===== src/rtl/watchdog_pkg.sv =====
// Shared types and defaults for the bus watchdog timer.
// The optional synthetic error-response drain is enabled with WDT_ERR_RESP_EN.
package watchdog_pkg;

  typedef enum logic [1:0] {
    ST_IDLE    = 2'd0,
    ST_ARMED   = 2'd1,
    ST_FLUSH   = 2'd2,
    ST_TRIPPED = 2'd3
  } wdt_state_e;

  localparam int unsigned WDT_MAX_OUTSTANDING_DEF = 32'd4;
  localparam int unsigned WDT_TIMEOUT_DEF         = 32'd1000;
  // Wide enough for the largest supported MAX_OUTSTANDING (15).
  localparam int unsigned CNT_W                   = 32'd4;

endpackage


===== src/rtl/wdt_outstanding_ctr.sv =====
// Saturating up/down counter of in-flight bus transactions.
// Requests add one; real and synthetic responses each subtract one, floored at zero.
module wdt_outstanding_ctr
  import watchdog_pkg::*;
#(
  parameter int unsigned MAX_OUTSTANDING = WDT_MAX_OUTSTANDING_DEF
) (
  input  logic             clk_i,
  input  logic             rst_ni,
  input  logic             i_clr,
  input  logic             i_inc,
  input  logic             i_dec,
  input  logic             i_flush_dec,
  output logic [CNT_W-1:0] o_count,
  output logic [CNT_W-1:0] o_count_next,
  output logic             o_sat_req
);

  localparam logic [CNT_W:0] LP_MAX  = MAX_OUTSTANDING[CNT_W:0];
  localparam logic [CNT_W:0] LP_ZERO = {(CNT_W+1){1'b0}};

  logic [CNT_W-1:0] r_count;
  logic [CNT_W:0]   w_sum;
  logic [CNT_W:0]   w_sub;
  logic [CNT_W:0]   w_diff;
  logic [CNT_W:0]   w_next;

  always_comb begin
    w_sum  = {1'b0, r_count} + {{CNT_W{1'b0}}, i_inc};
    w_sub  = {{CNT_W{1'b0}}, i_dec} + {{CNT_W{1'b0}}, i_flush_dec};
    w_diff = w_sum - w_sub;
    if (i_clr) begin
      w_next = LP_ZERO;
    end else if (w_sum <= w_sub) begin
      w_next = LP_ZERO;
    end else if (w_diff > LP_MAX) begin
      w_next = LP_MAX;
    end else begin
      w_next = w_diff;
    end
  end

  // A request that cannot be absorbed because the count is already full.
  always_comb begin
    if (i_inc && !i_dec && !i_flush_dec && ({1'b0, r_count} == LP_MAX)) begin
      o_sat_req = 1'b1;
    end else begin
      o_sat_req = 1'b0;
    end
  end

  always_ff @(posedge clk_i or negedge rst_ni) begin
    if (!rst_ni) begin
      r_count <= {CNT_W{1'b0}};
    end else begin
      r_count <= w_next[CNT_W-1:0];
    end
  end

  assign o_count      = r_count;
  assign o_count_next = w_next[CNT_W-1:0];

endmodule


===== src/rtl/bus_watchdog_timer.sv =====
// Bus watchdog: times how long outstanding transactions go unanswered and trips on timeout.
// Define WDT_ERR_RESP_EN to drain outstanding transactions with synthetic error responses on trip.
module bus_watchdog_timer
  import watchdog_pkg::*;
#(
  parameter int unsigned MAX_OUTSTANDING = WDT_MAX_OUTSTANDING_DEF,
  parameter int unsigned DATA_WIDTH      = 32
) (
  input  logic                  clk_i,
  input  logic                  rst_ni,
  input  logic                  enable_i,
  input  logic [DATA_WIDTH-1:0] timeout_value_i,
  input  logic                  bus_req_i,
  input  logic                  bus_rsp_i,
  input  logic                  status_clr_i,
  output logic                  timeout_status_o,
  output logic                  overflow_o,
  output logic                  irq_o
`ifdef WDT_ERR_RESP_EN
  ,
  output logic                  err_rsp_valid_o
`endif
);

`ifdef WDT_ERR_RESP_EN
  localparam wdt_state_e LP_TRIP_STATE = ST_FLUSH;
`else
  localparam wdt_state_e LP_TRIP_STATE = ST_TRIPPED;
`endif

  localparam logic [CNT_W-1:0]      LP_CNT_ZERO = {CNT_W{1'b0}};
  localparam logic [DATA_WIDTH-1:0] LP_TMR_ZERO = {DATA_WIDTH{1'b0}};

  wdt_state_e            r_state;
  wdt_state_e            w_state_next;
  logic [DATA_WIDTH-1:0] r_cnt;
  logic [DATA_WIDTH-1:0] w_cnt_next;
  logic [DATA_WIDTH:0]   w_cnt_inc;
  logic [DATA_WIDTH:0]   w_tmo_eff;
  logic                  r_status;
  logic                  w_status_next;
  logic                  r_ovf;
  logic                  w_ovf_next;
  logic                  r_irq;
  logic                  w_irq_next;
  logic [CNT_W-1:0]      w_out_cnt;
  logic [CNT_W-1:0]      w_out_next;
  logic                  w_sat_req;
  logic                  w_ctr_clr;
  logic                  w_flush_dec;

  assign w_ctr_clr = (r_state == ST_TRIPPED) && status_clr_i;

  wdt_outstanding_ctr #(
    .MAX_OUTSTANDING(MAX_OUTSTANDING)
  ) u_ctr (
    .clk_i       (clk_i),
    .rst_ni      (rst_ni),
    .i_clr       (w_ctr_clr),
    .i_inc       (bus_req_i),
    .i_dec       (bus_rsp_i),
    .i_flush_dec (w_flush_dec),
    .o_count     (w_out_cnt),
    .o_count_next(w_out_next),
    .o_sat_req   (w_sat_req)
  );

  // A programmed timeout of zero is treated as one cycle.
  always_comb begin
    w_cnt_inc = {1'b0, r_cnt} + {{DATA_WIDTH{1'b0}}, 1'b1};
    if (timeout_value_i == LP_TMR_ZERO) begin
      w_tmo_eff = {{DATA_WIDTH{1'b0}}, 1'b1};
    end else begin
      w_tmo_eff = {1'b0, timeout_value_i};
    end
  end

  always_comb begin
    w_state_next  = r_state;
    w_cnt_next    = r_cnt;
    w_status_next = r_status;
    w_irq_next    = 1'b0;
    case (r_state)
      ST_IDLE: begin
        w_cnt_next = LP_TMR_ZERO;
        if (enable_i && (w_out_next != LP_CNT_ZERO)) begin
          w_state_next = ST_ARMED;
        end else begin
          w_state_next = ST_IDLE;
        end
      end
      ST_ARMED: begin
        // A response in the would-be trip cycle takes priority over the timeout.
        if (!enable_i || (w_out_next == LP_CNT_ZERO)) begin
          w_state_next = ST_IDLE;
          w_cnt_next   = LP_TMR_ZERO;
        end else if (bus_rsp_i) begin
          w_cnt_next = LP_TMR_ZERO;
        end else if (w_cnt_inc >= w_tmo_eff) begin
          w_state_next  = LP_TRIP_STATE;
          w_cnt_next    = LP_TMR_ZERO;
          w_status_next = 1'b1;
          w_irq_next    = 1'b1;
        end else begin
          w_cnt_next = w_cnt_inc[DATA_WIDTH-1:0];
        end
      end
      ST_FLUSH: begin
        w_cnt_next = LP_TMR_ZERO;
        if (w_out_next == LP_CNT_ZERO) begin
          w_state_next = ST_TRIPPED;
        end else begin
          w_state_next = ST_FLUSH;
        end
      end
      ST_TRIPPED: begin
        w_cnt_next = LP_TMR_ZERO;
        if (status_clr_i) begin
          w_status_next = 1'b0;
          w_state_next  = ST_IDLE;
        end else begin
          w_state_next = ST_TRIPPED;
        end
      end
      default: begin
        w_state_next = ST_IDLE;
        w_cnt_next   = LP_TMR_ZERO;
      end
    endcase
  end

  // Clearing is ignored while draining; outside FLUSH a clear beats a new overflow.
  always_comb begin
    if (status_clr_i && (r_state != ST_FLUSH)) begin
      w_ovf_next = 1'b0;
    end else if (w_sat_req) begin
      w_ovf_next = 1'b1;
    end else begin
      w_ovf_next = r_ovf;
    end
  end

  always_ff @(posedge clk_i or negedge rst_ni) begin
    if (!rst_ni) begin
      r_state  <= ST_IDLE;
      r_cnt    <= {DATA_WIDTH{1'b0}};
      r_status <= 1'b0;
      r_ovf    <= 1'b0;
      r_irq    <= 1'b0;
    end else begin
      r_state  <= w_state_next;
      r_cnt    <= w_cnt_next;
      r_status <= w_status_next;
      r_ovf    <= w_ovf_next;
      r_irq    <= w_irq_next;
    end
  end

`ifdef WDT_ERR_RESP_EN
  logic r_err;

  assign w_flush_dec = (r_state == ST_FLUSH) && (w_out_cnt != LP_CNT_ZERO);

  // Registered so the pulse lines up with each FLUSH cycle that retires a transaction.
  always_ff @(posedge clk_i or negedge rst_ni) begin
    if (!rst_ni) begin
      r_err <= 1'b0;
    end else begin
      r_err <= (w_state_next == ST_FLUSH) && (w_out_next != LP_CNT_ZERO);
    end
  end

  assign err_rsp_valid_o = r_err;
`else
  assign w_flush_dec = 1'b0;
`endif

  assign timeout_status_o = r_status;
  assign overflow_o       = r_ovf;
  assign irq_o            = r_irq;

endmodule


===== config.mk =====
export PLATFORM = sky130hd
export DESIGN_NAME = bus_watchdog_timer
export DESIGN_NICKNAME = d
export VERILOG_FILES = /design/src/rtl/watchdog_pkg.sv /design/src/rtl/wdt_outstanding_ctr.sv /design/src/rtl/bus_watchdog_timer.sv
export SDC_FILE = /design/constraint.sdc
export NUM_CORES = 1
export LEC_CHECK = 0
export ABC_CLOCK_PERIOD_IN_PS = 4370
export CORE_ASPECT_RATIO = 0.7
export CORE_UTILIZATION = 57
export DETAILED_ROUTE_END_ITERATION = 6
export GPL_ROUTABILITY_DRIVEN = 0
export GPL_TIMING_DRIVEN = 0
export PLACE_DENSITY = 0.85
export SYNTH_ARGS = -nofsm -noshare
export SYNTH_HDL_FRONTEND = slang
export SYNTH_SLANG_ARGS = --single-unit
export TNS_END_PERCENT = 10

===== constraint.sdc =====
create_clock -name clk_i -period 4.37 [get_ports clk_i]
set_clock_uncertainty 0.05 [all_clocks]
set_input_delay 0.437 -clock clk_i [delete_from_list [all_inputs] [get_ports clk_i]]
set_output_delay 0.437 -clock clk_i [all_outputs]
set_load 0.005 [all_outputs]

==> run metrics <==
total half-perimeter wirelength after legalization and detailed placement 5.79 mm; max incr delay on CP 610 ps; Cell Rows 22; total area of multi-input combinational cells 2040 sq um; endpoint type of the worst setup path flop; Synth Flop Type sky130_fd_sc_hd__dfrtp_1; classification of the worst-slack hold path input port to asynchronous set/reset pin; Root Buffer Master sky130_fd_sc_hd__clkbuf_8; count of boundary I/O pins roughly 40; routed length per placed instance 15.6 microns; post-place setup slack 507 ps; CTS H-Tree Depth 2; Clock Path Buffers 2; total global-route track usage 26.2%; clock insertion delay at the later pin of the skew report 300 ps; post-synthesis async set-or-reset flop share 100%; part of the cycle the worst path needs between 90 and 100%; final std cells w/o fill approximately 460; via count between 2000 and 3000; critical-path maximum fanout 10; CTS tree done; data required time at the worst endpoint 4500 ps; clock-pin slew of the registers on the worst-case setup and hold paths 80 ps; cell at the slowest stage of the critical path sky130_fd_sc_hd__or4_1; Setup Buffers After CTS 0; wire length of the first global-routing pass 12.4 mm; number of slew-limit violations in the final report 0; static leakage 1.74 nW; portion of the post-synthesis area used by sequential elements 31.0%; count of yosys warnings during synthesis 0; P per Cell Area approximately 220 nW/um^2; start-to-end type of the worst setup path flop to flop; final-layout worst hold slack roughly 46 ps; antenna diode count 0; # fillers 395; post-synthesis area per instance 9.71 sq um; setup repair after global routing missed its margin no; setup tns final 0 ps; Post-Syn Instances ~340; Post-synth EDFFs 0; number of CTS-inserted buffers 5; Core Box Area between 5000 and 6000 sq um; final hold viol count 0; final cell area excluding filler cells between 3000 and 4000 sq um; CP arrival just over 4000 ps; number of max-capacitance violations reported 0; global-route congestion overflow total 0; result of the run finished, final reports clean; Rel. slew slack 44.2%; slew at the pin closest to its max-slew limit 826 ps; IO buf count 40; count of distinct cell types in the synthesized netlist 52; hold buffers post-CTS 0; antenna violations before repair 0; final setup violation count 0; Post-CTS Resized 0; router iterations before antenna repair 4; number of synthesized register bits 41; antenna-violating nets left 0; signed area change from the synthesized netlist to the final layout 18.2%; largest net degree at the start of global routing 24; startpoint type of the worst setup path flop; dpl cells approximately 450; DRC Markers 0; Die Y-Extent 65.8 microns; Crit path top cell by count sky130_fd_sc_hd__ha_1; achievable clock frequency 253 MHz; fraction of final layout cells sized beyond drive strength 1 14.4%; horizontal die dimension 93.1 microns; overall power consumption 0.858 mW; placed instance area 3820 sq um; register area 1030 sq um; Total Wirelength approximately 7 mm; VDD IR-drop max 176 uV; number of nets in the synthesized netlist 416; setup ws final 425 ps; Post-Route Utilization between 70 and 80%; drt initial violations 116; net count reported at finish 464; vias per std cell 5.74; mapped cell area around 3300 sq um; initial standard-cell utilization of the core 61.1%; via count of the first global-routing pass 2672; count of clock tree sinks 41; Min Clock Period, post-route between 3000 and 4000 ps; ordered list of cells on the worst path ha_1 > nand4_2 > nor4_4 > nand3_1 > xnor2_1 > ha_1 > nand4_1 > or4_1 > o22a_1 > a31oi_1 > or2_1 > buf_6 > buf_12 > nor3b_2; die area 6120 sq um
## worst paths after layout
kind	startpoint	to	slack (ps)	depth (start not counted)
max reg2reg	r_cnt[0]	r_cnt[3]	420	14
min in group clk_i	timeout_status_o	timeout_status_o	460	1
min reg2reg	timeout_status_o	timeout_status_o	460	1
min	rst_ni	r_cnt[29]	50	1
max in group asynchronous	rst_ni	r_cnt[2]	3740	2
max	r_cnt[0]	r_cnt[3]	420	14
## critical path: cells and delay by family, from the launching register on
family          cells  cell delay [ps]
compound gates      2              410
flops               1              440
fa+ha+maj           2              570
buf+inv             2              320
xor+xnor            1              180
simple gates        7             1850
## cells in the mapped netlist, types with 2 or more instances
| master | number | area [sq um] |
|---|---|---|
| sky130_fd_sc_hd__a31oi_1 | 2 | 12.5 |
| sky130_fd_sc_hd__buf_12 | 3 | 60.1 |
| sky130_fd_sc_hd__buf_6 | 4 | 45.0 |
| sky130_fd_sc_hd__a21oi_1 | 16 | 80.1 |
| sky130_fd_sc_hd__inv_1 | 37 | 139 |
| sky130_fd_sc_hd__nand4_1 | 11 | 68.8 |
| sky130_fd_sc_hd__nor4_1 | 10 | 62.6 |
| sky130_fd_sc_hd__a32o_1 | 2 | 20.0 |
| sky130_fd_sc_hd__xnor2_1 | 23 | 201 |
| sky130_fd_sc_hd__nor3_1 | 4 | 20.0 |
| sky130_fd_sc_hd__and4_1 | 2 | 17.5 |
| sky130_fd_sc_hd__dfrtp_1 | 41 | 1030 |
| sky130_fd_sc_hd__nand3_1 | 19 | 95.1 |
| sky130_fd_sc_hd__and3_1 | 5 | 31.3 |
| sky130_fd_sc_hd__nand2b_1 | 2 | 12.5 |
| sky130_fd_sc_hd__o21ai_0 | 5 | 25.0 |
| sky130_fd_sc_hd__ha_1 | 37 | 463 |
| sky130_fd_sc_hd__o21a_1 | 2 | 15.0 |
| sky130_fd_sc_hd__nor2_1 | 13 | 48.8 |
| sky130_fd_sc_hd__xor2_1 | 10 | 87.6 |
| sky130_fd_sc_hd__nor3b_1 | 2 | 15.0 |
| sky130_fd_sc_hd__nor2b_2 | 2 | 17.5 |
| sky130_fd_sc_hd__nor3b_2 | 29 | 363 |
| sky130_fd_sc_hd__nand2_1 | 27 | 101 |
| sky130_fd_sc_hd__nor3_2 | 2 | 20.0 |
| sky130_fd_sc_hd__nor2b_1 | 5 | 31.3 |
## logic make-up after synthesis
logic type               Yosys count  share of synthesized area [%]
AO/OA/AOI/OAI                     39                           8.01
flip-flops                        41                           31.0
buffers and inverters             45                           7.52
AND/OR/NAND/NOR                  145                           30.7
adder cells (fa/ha/maj)           37                           14.0
other                              1                          0.113
XOR/XNOR                          33                           8.73
## report_power, final
group          switching (mW)  internal, mW  total [mW]  leakage, nW
Combinational           0.102        0.0923       0.194         1.14
Clock                   0.133         0.125       0.258       0.0433
Sequential             0.0146         0.392       0.406        0.564
## cell type report
cell class              count  share of cell area, %
repair buffers             41                   10.8
clock inverters             1                  0.192
plain buffers               8                   2.81
multi-input cells         255                   52.0
flip-flops and latches     41                   26.2
inverters                  37                   3.55
well taps                  72                   2.30
clock buffers               6                   2.11
## registers in the layout, summed over array words and instances, names as in the netlist
register	count
r_state	2
u_ctr.o_count	4
overflow_o	1
r_cnt	32
irq_o	1
timeout_status_o	1
## metal layers
metal | up-vias | track usage [%] | wire [microns]
li1 | 1310 | - | -
met1 | 1252 | 35.5 | 3480
met2 | 74 | 43.2 | 3260
met3 | 11 | 5.40 | 349
met4 | 0 | 6.15 | 76
met5 | - | 0 | 0
## cell usage in the layout, fill, tap and decap left out, drive strengths merged, types with 7 or more instances in the layout
master / instances
clkdlybuf4s50: 39
nor2: 13
dfrtp: 41
xnor2: 23
ha: 37
nor3b: 31
nand2: 27
nor4: 11
nand3: 19
inv: 37
a21oi: 16
nand4: 12
xor2: 10
nor2b: 7
buf: 10
(Power assumes the default switching activity.)
